### src/rtl/rf_wb_arbiter.sv
// Register-file write-port arbiter: merges fixed-timing pipeline writebacks with
// long-latency results queued in a small FIFO, preserving write-after-write order.
module rf_wb_arbiter #(
    parameter int unsigned DEPTH      = 4,
    parameter int unsigned STARVE_MAX = 3
) (
    input  logic        clk,
    input  logic        rst,
    input  logic        PWr,
    input  logic [4:0]  PA,
    input  logic [31:0] PD,
    output logic        PStall,
    input  logic        LValid,
    input  logic [4:0]  LA,
    input  logic [31:0] LD,
    output logic        LReady,
    input  logic [4:0]  QA,
    output logic        QPend,
    output logic        RFWr,
    output logic [4:0]  A3,
    output logic [31:0] WD
);

    localparam int unsigned PtrW = (DEPTH > 1) ? $clog2(DEPTH) : 1;
    localparam int unsigned CntW = $clog2(DEPTH + 1);
    localparam int unsigned StW  = (STARVE_MAX > 0) ? $clog2(STARVE_MAX + 1) : 1;
    localparam logic [CntW-1:0] CntFull   = CntW'(DEPTH);
    localparam logic [StW-1:0]  StarveMax = StW'(STARVE_MAX);

    logic [4:0]      addr_q [DEPTH];
    logic [4:0]      addr_d [DEPTH];
    logic [31:0]     data_q [DEPTH];
    logic [31:0]     data_d [DEPTH];
    logic [DEPTH-1:0] live_q, live_d;
    logic [PtrW-1:0] rd_ptr_q, rd_ptr_d;
    logic [PtrW-1:0] wr_ptr_q, wr_ptr_d;
    logic [CntW-1:0] count_q, count_d;
    logic [StW-1:0]  starve_q, starve_d;
    logic            rfwr_q, rfwr_d;
    logic [4:0]      a3_q, a3_d;
    logic [31:0]     wd_q, wd_d;

    logic full, empty, head_live, pipe_req, stall, lready;
    logic push, pop, pipe_win, head_win, qpend;

    // Arbitration decisions for the current cycle
    always_comb begin
        full      = (count_q == CntFull);
        empty     = (count_q == '0);
        head_live = !empty && live_q[rd_ptr_q];
        pipe_req  = PWr && (PA != 5'd0);
        stall     = !rst && (starve_q == StarveMax) && head_live;
        lready    = !full && !rst;
        push      = LValid && lready && (LA != 5'd0);
        pipe_win  = pipe_req && !stall;
        head_win  = stall || (head_live && !pipe_req);
        // A dead head drains silently alongside any pipe winner
        pop       = head_win || (!empty && !live_q[rd_ptr_q]);
    end

    always_comb begin
        addr_d   = addr_q;
        data_d   = data_q;
        live_d   = live_q;
        rd_ptr_d = rd_ptr_q;
        wr_ptr_d = wr_ptr_q;
        count_d  = count_q;
        starve_d = starve_q;
        rfwr_d   = 1'b0;
        a3_d     = a3_q;
        wd_d     = wd_q;

        // Older queued writes to the same register are superseded by the pipe write
        for (int unsigned i = 0; i < DEPTH; i++) begin
            if (pipe_win && (addr_q[PtrW'(i)] == PA)) begin
                live_d[PtrW'(i)] = 1'b0;
            end
        end

        if (pop) begin
            live_d[rd_ptr_q] = 1'b0;
            rd_ptr_d         = rd_ptr_q + PtrW'(1);
        end

        // Same-cycle enqueue is newer than the pipe write, so it is set after the kill
        if (push) begin
            addr_d[wr_ptr_q] = LA;
            data_d[wr_ptr_q] = LD;
            live_d[wr_ptr_q] = 1'b1;
            wr_ptr_d         = wr_ptr_q + PtrW'(1);
        end

        case ({push, pop})
            2'b10:   count_d = count_q + CntW'(1);
            2'b01:   count_d = count_q - CntW'(1);
            default: count_d = count_q;
        endcase

        if (pop) begin
            starve_d = '0;
        end else if (head_live && pipe_win && (starve_q != StarveMax)) begin
            starve_d = starve_q + StW'(1);
        end

        if (head_win) begin
            rfwr_d = 1'b1;
            a3_d   = addr_q[rd_ptr_q];
            wd_d   = data_q[rd_ptr_q];
        end else if (pipe_win) begin
            rfwr_d = 1'b1;
            a3_d   = PA;
            wd_d   = PD;
        end
    end

    always_comb begin
        qpend = 1'b0;
        if (!rst && (QA != 5'd0)) begin
            if (rfwr_q && (a3_q == QA)) begin
                qpend = 1'b1;
            end
            for (int unsigned i = 0; i < DEPTH; i++) begin
                if (live_q[PtrW'(i)] && (addr_q[PtrW'(i)] == QA)) begin
                    qpend = 1'b1;
                end
            end
        end
    end

    always_ff @(posedge clk) begin
        if (rst) begin
            live_q   <= '0;
            rd_ptr_q <= '0;
            wr_ptr_q <= '0;
            count_q  <= '0;
            starve_q <= '0;
            rfwr_q   <= 1'b0;
            a3_q     <= '0;
            wd_q     <= '0;
        end else begin
            live_q   <= live_d;
            rd_ptr_q <= rd_ptr_d;
            wr_ptr_q <= wr_ptr_d;
            count_q  <= count_d;
            starve_q <= starve_d;
            rfwr_q   <= rfwr_d;
            a3_q     <= a3_d;
            wd_q     <= wd_d;
        end
    end

    // Payload storage needs no reset; validity lives in live_q and count_q
    always_ff @(posedge clk) begin
        addr_q <= addr_d;
        data_q <= data_d;
    end

    assign PStall = stall;
    assign LReady = lready;
    assign QPend  = qpend;
    assign RFWr   = rfwr_q;
    assign A3     = a3_q;
    assign WD     = wd_q;

endmodule

### config.mk
export PLATFORM = sky130hd
export DESIGN_NAME = rf_wb_arbiter
export DESIGN_NICKNAME = d
export VERILOG_FILES = /design/src/rtl/rf_wb_arbiter.sv
export SDC_FILE = /design/constraint.sdc
export NUM_CORES = 1
export LEC_CHECK = 0
export CORE_ASPECT_RATIO = 1.25
export CORE_MARGIN = 5
export CORE_UTILIZATION = 30
export CTS_CLUSTER_DIAMETER = 50
export DETAILED_ROUTE_END_ITERATION = 12
export PLACE_DENSITY = 0.6
export SETUP_SLACK_MARGIN = 0.05
export SYNTH_ARGS = -nofsm -noshare
export SYNTH_HDL_FRONTEND = slang
export SYNTH_SLANG_ARGS = --single-unit
### constraint.sdc
create_clock -name clk -period 8.3 [get_ports clk]
set_input_delay 2.49 -clock clk [delete_from_list [all_inputs] [get_ports clk]]
set_output_delay 2.49 -clock clk [all_outputs]
set_load 0.1 [all_outputs]
# Word-level counts from Yosys, hierarchy flattened
# Cells that the tools add are included.
# totals
out_inout_bits	41
in_bits	83
ff_bits	199
# classes
eq_ne	14
n_reduce_logical	40
n_lt_le_gt_ge	7
add_sub_neg	5
bitwise	5
n_mux	37
# ops
operator	n
32-bit 2-to-1 mux	5
128-bit bitwise mux	1
32-bit binary-select mux with 2-bit select	1
32-bit demux with 2-bit select	1
5-bit equality test	9
1-bit logical AND	25
5-bit 2-to-1 mux	5
20-bit bitwise mux	1
1-bit 2-to-1 mux	15
5-bit nonzero test	3
5-bit binary-select mux with 2-bit select	1
5-bit demux with 2-bit select	1
4-bit 2-to-1 mux	2
2-bit by 1-bit adder with 2-bit output, second input constant	3
3-bit >= comparator, second input constant	2
1-bit zero test	6
2-bit by 3-bit < comparator with 1-bit output, second input constant	2
2-bit NOT with 3-bit output	2
3-bit case mux with 2 select lines	1
4-bit AND	1
1-bit demux with 2-bit select	2
2-bit equality test, second input constant	2
2-bit by 1-bit >= comparator with 1-bit output, second input constant	2
4-bit NOT	1
other kinds (12)	14

# Depth between registers and ports, before layout
# depth
depth_word	12
mapped_depth	11
depth_no_buf	11

# Worst setup path after synthesis
# Ideal clock, no wire load.
# synth_timing
kind	input port to output port
from	input QA[3]
to	output QPend
slack_ns	0.849
path_stages	6
arrival_ns	4.961
path_cell_list	clkbuf_1 xor2_1 nor4_1 and3_1 a31oi_1 a31oi_1
# synth_between
elab_chain_cells	8
# synth_rtl
item	line_no	source
from (decl)	17	input logic [4:0] QA,
5-bit equality test	119	if (rfwr_q && (a3_q == QA)) begin
1-bit logical AND	119	
1-bit 2-to-1 mux	119	
1-bit 2-to-1 mux (4 in series)	123	if (live_q[PtrW'(i)] && (addr_q[PtrW'(i)] == QA)) begin
1-bit 2-to-1 mux (*)	118	if (!rst && (QA != 5'd0)) begin
to (decl)	18	output logic QPend,
# Mark *: on every way between the ends. The rest lies on a longest branch, timed or not.

# Final worst setup path
# Same ends and word-level chain as after synthesis.

==> metrics.csv <==
metric,value,unit
setup TNS,0,ps
"Clk pin slew, worst setup/hold paths",70,ps
RSZ-0062 raised after global routing,false,
Finished Layout Cells,960,
mapped cell area,8230,µm²
max_slew headroom,24.5,%
grt total ovfl,0,
critical path type,input port to output pin,
critical path required time,5810,ps
final hold vios,0,
vias in the first global route,5143,
CTS tree,yes,
final setup violation count,0,
vias per cell,4.79,
Antenna Nets Post-Route,0,
clk_lat worst skew,420,ps
Die H,195,µm
Tcrit/Tclk final,81.9,%
Syn. warnings,0,
"commonest non-fill, non-tap cell in the layout",edfxtp_1,
die area,30900,µm²
Ports,124,
total wire length,18800,µm
most frequent cells in the layout,"148 x edfxtp_1, 120 x clkdlybuf4s50_1, 49 x dfxtp_1, 38 x mux4_2, 38 x mux2i_1",
post-CTS sizing,0,
setup slack at placement,1520,ps
CP max FO,6,
Max clock buf depth,2,
dpl cells,927,
R2R setup slack,4880,ps
initial antenna violation count,0,
Synth cell types,35,
outcome,completed,
Hold Slack,465,ps
"Power, Total",2.62,mW
worst reg-to-reg path cell count,10,
worst r2r dst,count_q[2],
Worst Setup EP,QPend,
Core Region,27000,µm²
actual slew at the worst max-slew pin,1130,ps
Worst setup SP type,input port,
die width,158,µm
Worst Skew,10.5,ps
Avg WL per Cell,19.6,µm
worst path arrival time,4310,ps
CTS root buffer,clkbuf_16,
routability cong.,0.876,
Hold WC Path Type,flip-flop to flip-flop,
CP Capture Type,output pin,
Max Clk Rate,0.147,GHz
final instance area,10300,µm²
Starting DRT DRC Count,223,
Pins Over Slew Limit,0,
Max IR drop VDD,0.000122,V
Final Worst Setup Slack,1500,ps
Reg-to-Reg Start,rd_ptr_q[0],
Initial Utilization,30.5,%
register area share after synthesis,66.4,%
GRT Resource Usage Total,12.5,%
post-CTS setup buffers,0,
Hold Buf Count CTS,0,
largest net degree at the start of global routing,43,
dpl cell area,9750,µm²
Final nets,695,
# clock sinks,199,
Area Overhead vs Synth,25.2,%
HPWL Detailed,11800,µm
PD cells,254,nW/µm²
Synth Instances,490,
Pre-Repair DR Iteration Count,4,
H-tree Lvls,4,
maxcap violations,0,
share of cells above drive strength 1,13.4,%
Rows,67,
Yosys reg bits,199,
Synth Net Count,584,
first-pass GRT wire length,29200,µm
routed vias,4599,
mean post-synth cell area,16.8,µm²
I/O Buffers,123,
Critical path origin,QA[3],
"Core Util, Final",38.2,%
Num CTS Buffers,17,
minimum clock period,6800,ps
DRC errors left,0,
Pleak,3.57,nW
==> report_power, final <==
part           internal, mW  switching [mW]
sequential             1.14          0.0731
combinational         0.256           0.360
clock                 0.434           0.360
total                  1.83           0.793
==> cell type report <==
type / count / area [µm²]
Fill cell: 2514 / 16700
Sequential cell: 199 / 5470
Multi-Input combinational cell: 240 / 2540
Timing Repair Buffer: 124 / 1230
Clock buffer: 22 / 465
Tap cell: 345 / 432
Clock inverter: 10 / 95.1
Inverter: 19 / 71.3
Antenna cell: 1 / 2.50
==> metal layers <==
metal	up-vias	track usage, %	routed length (µm)
li1	2119	-	-
met1	2315	14.5	7550
met2	132	21.6	9840
met3	33	3.14	934
met4	0	5.47	456
met5	-	0	0
==> kinds of logic after synthesis <==
group           synth area share [%]
simple gates                    2.75
xor+xnor                        5.32
mux                             15.0
buf+inv                         2.92
compound gates                  5.87
fa+ha+maj                       1.76
flops                           66.4
==> worst min path at each step <==
stage	start	to	depth (start not counted)
5_1_grt	WD[24]	WD[24]	1
4_1_cts	WD[27]	WD[27]	1
3_5_place_dp	WD[14]	WD[14]	1
6_report	WD[23]	WD[23]	1
3_3_place_gp	WD[27]	WD[27]	1
2_1_floorplan	live_q[3]	live_q[3]	2
==> sequential cells by signal, indices dropped and copies added, names as in the netlist <==
register,flops
starve_q,2
data_q,128
addr_q,20
WD,32
count_q,3
live_q,4
RFWr,1
rd_ptr_q,2
A3,5
wr_ptr_q,2
==> critical path, cell delays in order <==
cell and delay (ps):
clkdlybuf4s50_1 580, xor2_1 220, nor4_1 290, and3_1 190
a31oi_1 40, a31oi_1 180, buf_4 310
==> cell usage after synthesis <==
master,number,area [µm²]
a21oi_1,7,35.0
a31oi_1,4,25.0
and3_1,2,12.5
buf_1,5,18.8
buf_2,9,45.0
buf_6,5,56.3
clkbuf_1,13,48.8
dfxtp_1,51,1020
edfxtp_1,148,4440
fa_1,1,20.0
ha_1,10,125
inv_1,19,71.3
mux2i_1,38,380
mux4_2,38,856
nand2_1,9,33.8
nand2b_1,2,12.5
nand3_1,6,30.0
nor2_1,6,22.5
nor2_4,1,11.3
nor3_1,7,35.0
nor4_1,5,31.3
o211ai_2,1,12.5
o21ai_0,1,5.00
o21ai_1,1,5.00
o21ai_2,1,8.76
o21bai_1,2,15.0
o221ai_1,4,35.0
o2bb2ai_1,37,324
o311a_1,1,10.0
o31ai_1,1,7.51
or3_1,3,18.8
or4_1,1,7.51
or4_4,1,11.3
xnor2_1,16,140
xor2_1,34,298
(Power assumes the default switching activity.)
